===== config.mk =====
export PLATFORM = sky130hd
export DESIGN_NAME = counter_step_arbiter
export DESIGN_NICKNAME = d
export VERILOG_FILES = /design/src/rtl/counter_arb_pkg.sv /design/src/rtl/counter_step_arbiter_rr_pick.sv /design/src/rtl/counter_step_arbiter.sv
export SDC_FILE = /design/constraint.sdc
export NUM_CORES = 1
export LEC_CHECK = 0
export BUFFER_PORTS_ARGS = -buffer_cell sky130_fd_sc_hd__buf_2
export CAP_MARGIN = 30
export CORE_ASPECT_RATIO = 0.75
export CORE_UTILIZATION = 54
export DETAILED_ROUTE_END_ITERATION = 12
export GPL_ROUTABILITY_DRIVEN = 0
export PLACE_DENSITY = 0.81
export SYNTH_ARGS = -nofsm -noshare
export SYNTH_HDL_FRONTEND = slang
export SYNTH_SLANG_ARGS = --single-unit

===== constraint.sdc =====
create_clock -name clk -period 5.44 [get_ports clk]
set_clock_uncertainty 0.05 [all_clocks]
set_input_delay 1.36 -clock clk [delete_from_list [all_inputs] [get_ports clk]]
set_output_delay 1.36 -clock clk [all_outputs]
set_load 0.01 [all_outputs]

===== src/rtl/counter_arb_pkg.sv =====
// -----------------------------------------------------------------------------
// counter_arb_pkg
// Shared definitions for counter_step_arbiter.
// Contents:
//   arb_state_t  - FSM state encoding (IDLE=0, GRANT=1, RUN=2, DONE=3)
//   DEF_NUM_REQ  - default number of requesters
//   DEF_LEN_W    - default width of step-length requests and wrap count
// -----------------------------------------------------------------------------
package counter_arb_pkg;

    typedef enum logic [1:0] {
        ST_IDLE  = 2'd0,
        ST_GRANT = 2'd1,
        ST_RUN   = 2'd2,
        ST_DONE  = 2'd3
    } arb_state_t;

    localparam int DEF_NUM_REQ = 4;
    localparam int DEF_LEN_W   = 4;

endpackage


===== src/rtl/counter_step_arbiter_rr_pick.sv =====
// -----------------------------------------------------------------------------
// rr_pick
// Combinational rotating-priority picker: selects the first set request bit
// at or after ptr, wrapping past the top index back to 0. With ptr tied to 0
// it degenerates into a lowest-index fixed-priority picker.
// Ports:
//   req    [NUM_REQ-1:0] in  request vector
//   ptr    [IDX_W-1:0]   in  index that has highest priority this cycle
//   onehot [NUM_REQ-1:0] out one-hot winner (all zero when no request)
//   idx    [IDX_W-1:0]   out winner index (0 when no request)
//   any                  out at least one request is set
// -----------------------------------------------------------------------------
module rr_pick #(
    parameter int NUM_REQ = 4,
    parameter int IDX_W   = 2
) (
    input  logic [NUM_REQ-1:0] req,
    input  logic [IDX_W-1:0]   ptr,
    output logic [NUM_REQ-1:0] onehot,
    output logic [IDX_W-1:0]   idx,
    output logic               any
);

    int                 cand;
    logic [IDX_W-1:0]   cand_idx;

    // Scan candidates in priority order starting at ptr; the first hit wins.
    always_comb begin
        onehot   = '0;
        idx      = '0;
        any      = 1'b0;
        cand     = 0;
        cand_idx = '0;
        for (int k = 0; k < NUM_REQ; k++) begin
            cand     = (int'(ptr) + k) % NUM_REQ;
            cand_idx = IDX_W'(cand);
            if (!any && req[cand_idx]) begin
                any = 1'b1;
                idx = cand_idx;
            end else begin
                any = any;
            end
        end
        if (any) begin
            onehot[idx] = 1'b1;
        end else begin
            onehot = '0;
        end
    end

endmodule


===== src/rtl/counter_step_arbiter.sv =====
// -----------------------------------------------------------------------------
// counter_step_arbiter
// Shares one external two-bit counter among NUM_REQ requesters. A granted
// requester receives a burst of exactly req_len counter steps (cnt_x high);
// completion is signalled with done together with the counter's final state
// and the number of wraps observed during the burst.
//
// Configuration macro:
//   COUNTER_ARB_FIXED_PRIO_EN - when defined, the lowest set request index
//                               always wins and no rotating pointer exists.
//
// Ports:
//   clk          in   system clock, rising edge
//   rst_n        in   synchronous active-low reset
//   req          in   [NUM_REQ] per-requester request level
//   req_len      in   [NUM_REQ*LEN_W] step counts, requester i at [i*LEN_W +: LEN_W]
//   gnt          out  [NUM_REQ] registered one-hot grant
//   busy         out  FSM not idle
//   done         out  one-cycle completion pulse
//   final_state  out  [2] {A,B} after the burst, held until the next done
//   wrap_cnt     out  [LEN_W] saturating wrap count of the burst, held likewise
//   cnt_x        out  step enable to the counter
//   cnt_a, cnt_b in   counter state bits (A = MSB)
//   cnt_z        in   counter wrap flag
// -----------------------------------------------------------------------------
module counter_step_arbiter
    import counter_arb_pkg::*;
#(
    parameter int NUM_REQ = DEF_NUM_REQ,
    parameter int LEN_W   = DEF_LEN_W
) (
    input  logic                     clk,
    input  logic                     rst_n,
    input  logic [NUM_REQ-1:0]       req,
    input  logic [NUM_REQ*LEN_W-1:0] req_len,
    output logic [NUM_REQ-1:0]       gnt,
    output logic                     busy,
    output logic                     done,
    output logic [1:0]               final_state,
    output logic [LEN_W-1:0]         wrap_cnt,
    output logic                     cnt_x,
    input  logic                     cnt_a,
    input  logic                     cnt_b,
    input  logic                     cnt_z
);

    localparam int IDX_W = (NUM_REQ > 1) ? $clog2(NUM_REQ) : 1;

    arb_state_t           state_r;
    logic [NUM_REQ-1:0]   gnt_r;
    logic [IDX_W-1:0]     win_idx_r;
    logic [LEN_W-1:0]     remaining_r;
    logic [LEN_W-1:0]     wrap_acc_r;
    logic [1:0]           final_state_r;
    logic [LEN_W-1:0]     wrap_cnt_r;

    logic [IDX_W-1:0]     ptr_s;
    logic [NUM_REQ-1:0]   pick_onehot_s;
    logic [IDX_W-1:0]     pick_idx_s;
    logic                 pick_any_s;

    rr_pick #(
        .NUM_REQ (NUM_REQ),
        .IDX_W   (IDX_W)
    ) u_pick (
        .req    (req),
        .ptr    (ptr_s),
        .onehot (pick_onehot_s),
        .idx    (pick_idx_s),
        .any    (pick_any_s)
    );

`ifdef COUNTER_ARB_FIXED_PRIO_EN
    // Fixed priority: scanning always starts at index 0.
    assign ptr_s = '0;
`else
    logic [IDX_W-1:0] ptr_r;

    // Rotating pointer: moves just past the requester that was served.
    always_ff @(posedge clk) begin
        if (!rst_n) begin
            ptr_r <= '0;
        end else if (state_r == ST_DONE) begin
            ptr_r <= (win_idx_r == IDX_W'(NUM_REQ - 1)) ? '0 : (win_idx_r + IDX_W'(1));
        end else begin
            ptr_r <= ptr_r;
        end
    end

    assign ptr_s = ptr_r;
`endif

    // Arbitration / burst FSM with its datapath registers.
    always_ff @(posedge clk) begin
        if (!rst_n) begin
            state_r       <= ST_IDLE;
            gnt_r         <= '0;
            win_idx_r     <= '0;
            remaining_r   <= '0;
            wrap_acc_r    <= '0;
            final_state_r <= 2'b00;
            wrap_cnt_r    <= '0;
        end else begin
            case (state_r)
                ST_IDLE: begin
                    if (pick_any_s) begin
                        state_r     <= ST_GRANT;
                        gnt_r       <= pick_onehot_s;
                        win_idx_r   <= pick_idx_s;
                        remaining_r <= req_len[pick_idx_s*LEN_W +: LEN_W];
                        wrap_acc_r  <= '0;
                    end else begin
                        state_r <= ST_IDLE;
                    end
                end
                ST_GRANT: begin
                    // A zero-length request skips RUN entirely.
                    state_r <= (remaining_r != '0) ? ST_RUN : ST_DONE;
                end
                ST_RUN: begin
                    remaining_r <= remaining_r - LEN_W'(1);
                    if (cnt_z && (wrap_acc_r != '1)) begin
                        wrap_acc_r <= wrap_acc_r + LEN_W'(1);
                    end else begin
                        wrap_acc_r <= wrap_acc_r;
                    end
                    state_r <= (remaining_r == LEN_W'(1)) ? ST_DONE : ST_RUN;
                end
                ST_DONE: begin
                    state_r       <= ST_IDLE;
                    gnt_r         <= '0;
                    final_state_r <= {cnt_a, cnt_b};
                    wrap_cnt_r    <= wrap_acc_r;
                end
                default: begin
                    state_r <= ST_IDLE;
                    gnt_r   <= '0;
                end
            endcase
        end
    end

    assign gnt   = gnt_r;
    assign busy  = (state_r != ST_IDLE);
    assign done  = (state_r == ST_DONE);
    assign cnt_x = (state_r == ST_RUN);

    // Results become visible during DONE itself, before the holding registers load.
    assign final_state = (state_r == ST_DONE) ? {cnt_a, cnt_b} : final_state_r;
    assign wrap_cnt    = (state_r == ST_DONE) ? wrap_acc_r     : wrap_cnt_r;

endmodule


Word level (Yosys, flattened, before mapping). Index checks and enable logic that the tools add are counted.

Output and inout bits: 13. Bits in registers: 24. Input port bits: 25. Word-level logic and storage cells: 78.

Multiplexer cells: 32. Equality and inequality tests: 8. Shifts and indexed selects: 1. Reduce and logical (&&, ||, !) cells: 17. Order comparisons: 6. Add/sub/neg operators: 6.

Operator list (number): one-hot mux 4 bit (2 select lines) (3); 2-to-1 mux 4 bit (5); indexed part select 16 x 5 -> 4 bit (1); < comparator 2 x 3 -> 1 bit, second input constant (5); 2-to-1 mux 1 bit (12); 2-to-1 mux 2 bit (6); binary-select mux 1 bit (select 2 bit) (4); one-hot mux 2 bit (4 select lines) (1); equality test 2 bit, second input constant (3); AND reduction 2 bit (3); nonzero test 2 bit (3); logical AND 1 bit (5); adder 2 x 1 -> 2 bit, second input constant (2); adder 2 bit, second input constant (2); adder 4 x 1 -> 4 bit, second input constant (1); equality test 4 x 1 -> 1 bit, second input constant (1); inequality test 4 bit, second input constant (1); nonzero test 4 bit (1); subtractor 4 x 1 -> 4 bit, second input constant (1); zero test 1 bit (3); AND reduction 3 bit (1); demux 1 bit (select 2 bit) (1); equality test 2 x 1 -> 1 bit, second input constant (1); greater-or-equal comparator 2 x 1 -> 1 bit, second input constant (1); other kinds (3) (3).

Depth between registers and ports, before layout.
Word-level depth: 18. Depth in mapped cells: 9. Gate-level depth less buffers: 8.

Modules after synthesis. From an unflattened synthesis, not the netlist that was laid out.

Cells, all modules: 174. Area, all modules: 1530.2 µm².

By module, submodules not included: counter_step_arbiter (sequential area each 480.5 µm², cells an instance 142, instances 1, area each 1347.5 µm²); rr_pick (sequential area each 0.0 µm², cells an instance 32, instances 1, area each 182.7 µm²).

Least setup slack after synthesis. Ideal clock, no wire load.

Path kind: in2out. Start point: in cnt_b. End point: out final_state[0]. Required time: 4.030 ns. Arrival time: 1.641 ns. Setup slack: 2.389 ns. Stages on the path: 1. Cell sequence: mux2_2.

Word-level cells in the longest chain between the ends: 1.

RTL lines: from (decl) (line counter_step_arbiter.sv:43) `input logic cnt_b,`; 2-to-1 mux 2 bit; to (decl) (line counter_step_arbiter.sv:39) `output logic [1:0] final_state,`.

No other way between the ends.

Worst setup path in the final report.
Start point: in cnt_a. End point: out final_state[1].

Word-level cells in the longest chain between the ends: 1.

RTL lines: from (decl) (line counter_step_arbiter.sv:42) `input logic cnt_a,`; 2-to-1 mux 2 bit.

No other way between the ends.

==> results.ini <==
[setup_path]
critPathSlowestCell=mux2_2
path_cells=buf_2, mux2_2, buf_2
critical_path.startpoint_type=input pin
worstReg2RegEnd=wrap_acc_r[3]
timing.setup.critical_path_class=input pin to output port
crit_path_max_fanout=2
cp-end-kind=output port
regToRegStartpoint=state_r[0]
origin_of_the_worst_setup_path=cnt_a
critical_path.most_common_cell=buf_2
r2r_slack_ns=3.45
worst_ep_required_time_ns=4.03
timing.critical_path.arrival_ns=1.85
critical-path-max-stage-delay_ns=0.26
rr_worst_depth=8
cp-endpoint=final_state[1]

[global_routing]
grt_util_all_layers_pct=23.7
final_global_route_overflow_total=0
grt_max_degree=27
grt_antenna_before_repair=0
grt_first_pass_wirelength_um=5220
first_global_vias=1153

[routing]
routed-via-count=1336
drt_via_density=5.71
totalWireLength_um=3300
wire_per_inst_um=14.1
drc=0
first_drt_iteration_drcs=60
detail_route.first_pass.iterations=4
ant_nets=0

[sta]
max-slew-margin-rel_pct=59.7
hold_violations=0
rsz_0062_raised_after_global_routing=no
report.final.slew_viol_count=0
max_clock_freq_mhz=307
final_critical_path_setup_slack_ns=2.18
finalSetupViolCount=0
setup_total_negative_slack_ns=0
worstMarginPinSlew_ns=0.604
fin_crit_sh_pct=60.0
fin_crit_ns=3.26

[die]
ios=38
die_y_um=47.2
die_width_um=62.2
die_area_sq_mm=0.00294
core_area_sq_mm=0.00244
std_cell_rows=15
start_util_pct=60.2

[synthesis]
synth_area_sq_mm=0.00147
compound_gate_portion_of_the_synthesized_area_pct=16.6
largest_family_of_logic_cells_by_synthesized_area=simple AND/OR/NAND/NOR gates
yosysWarnings=0
syn-num-nets=200
synth.lib_cells_used.distinct=45
synthSimpleGateAreaFrac_pct=23.3
synth_mux_area_share_pct=12.6
synth_sequential_area_ratio_pct=32.7
avgSynthCellArea_sq_um=8.90
synth_fa_ha_area_share_pct=8.52
synth_xor_xnor_area_share_pct=2.39
ys_seq_elements=24
post_synth_inst_count=165

[clocking]
cts-htree-levels=1
cts_setup_buffers=0
tritoncts.num_buffers=3
max-clock-path-buffers=2
path_clk_slew_ns=0.13
clock_sink_count=24
post_cts_resized=0
cts_hold_buf=0
cts_tree=yes
worst_skew_pair.late_latency_ns=0.32
cts-root-buf=clkbuf_4

[hold_path]
worst_hold_path_type=register to register
number_of_cells_on_the_worst_hold_path=2

[finish]
final_common_cell=buf_2
layout-area-overhead-vs-synth_pct=17.0
layout-drive-gt1-share_pct=26.5
final_cells=234
final_nets=236
postLayoutCellArea_sq_mm=0.00172
antennaDiodeCount=0
layout.cells.most_common_list=37 x buf_2, 24 x dfxtp_1, 12 x and2_1
num-fill-cells=211

[power]
power.ir.vdd_worst_v=0.000219
power-per-cell-area_mw_per_mm2=358
power_consumption_w=0.000615
leakage_nw=0.786

[placement]
placedCellCount=230
pre_cts_ws_ns=2.18
buffer_ports.inserted=37
detailed_place.area_sq_mm=0.00167
dp_hpwl_um=2480

[job]
cap_viol_max_count=0

[run_status]
result_of_the_run=complete, no violations

-- cells in the mapped netlist (all sizes together) --
library cell | instances | area (sq um)
o21ba | 1 | 10.0
nor4 | 1 | 6.26
nand2b | 2 | 12.5
a21o | 2 | 15.0
o21a | 1 | 7.51
buf | 2 | 15.0
a41o | 1 | 10.0
xnor2 | 2 | 17.5
o21ai | 8 | 40.0
a211oi | 3 | 22.5
nand4 | 2 | 12.5
nand3b | 1 | 7.51
a21oi | 6 | 30.0
a21boi | 2 | 15.0
mux2i | 9 | 103
a22oi | 2 | 15.0
dfxtp | 24 | 480
a31oi | 2 | 12.5
and2 | 13 | 83.8
nor2b | 8 | 50.1
o2111ai | 1 | 8.76
nor2 | 10 | 40.0
nand2 | 11 | 41.3
o211ai | 2 | 15.0
o41ai | 1 | 8.76
mux2 | 7 | 82.6
nor3 | 4 | 20.0
xor2 | 2 | 17.5
nand4b | 2 | 17.5
inv | 7 | 26.3
and3 | 2 | 12.5
a32oi | 2 | 17.5
clkbuf | 4 | 15.0
or4 | 2 | 18.8
o21bai | 1 | 7.51
nand3 | 4 | 20.0
ha | 10 | 125
a211o | 1 | 8.76
-- worst min path at each step --
stage	endpoint	slack, ns	start
finish	win_idx_r[0]	0.50	win_idx_r[0]
global route	wrap_acc_r[1]	0.53	wrap_acc_r[1]
CTS	win_idx_r[0]	0.50	win_idx_r[0]
detailed placement	win_idx_r[0]	0.48	win_idx_r[0]
global placement	wrap_acc_r[1]	0.46	wrap_acc_r[1]
floorplan	wrap_acc_r[1]	0.43	wrap_acc_r[1]
-- critical path: cells and delay by family --
family   cells  cell delay, ns
mux          1            0.26
buf+inv      2            0.24
-- report_power, final --
| group | internal (W) | leakage, nW | switching (W) | total, W |
|---|---|---|---|---|
| registers | 0.000206 | 0.196 | 0.0000265 | 0.000232 |
| logic | 0.000112 | 0.562 | 0.000141 | 0.000253 |
| clock network | 0.0000746 | 0.0279 | 0.0000552 | 0.000130 |
-- sequential cells by signal, indices dropped and copies added (netlist names) --
signal / cells
final_state_r: 2
gnt: 4
state_r: 2
remaining_r: 4
ptr_r: 2
win_idx_r: 2
wrap_cnt_r: 4
wrap_acc_r: 4
-- metrics by stage --
step           utilization [%]  hold WS [ns]
3_3_place_gp              68.3         0.459
3_5_place_dp              68.3         0.483
4_1_cts                   70.5         0.501
6_report                  70.5         0.500
5_1_grt                   70.5         0.532
2_1_floorplan                -         0.432
-- layout make-up --
class	count	area [sq um]	share of cell area, %
clock inverter	1	30.0	1.75
tap	34	42.5	2.47
multi-input combinational	128	932	54.2
clock buffer	3	22.5	1.31
inverter	7	26.3	1.53
timing repair buffer	37	185	10.8
sequential	24	480	27.9
-- cells by family after synthesis --
family | Yosys count
multiplexers | 16
XOR/XNOR | 4
buffers and inverters | 13
AO/OA/AOI/OAI | 36
flip-flops | 24
AND/OR/NAND/NOR | 62
adder cells (fa/ha/maj) | 10
-- metal layers --
metal / track usage (%) / up-vias / routed length, um
li1: - / 661 / -
met1: 26.7 / 625 / 1530
met2: 46.2 / 46 / 1570
met3: 6.55 / 4 / 188
met4: 6.05 / 0 / 21
met5: 0 / - / 0
Power figures use the tool's default switching activity.
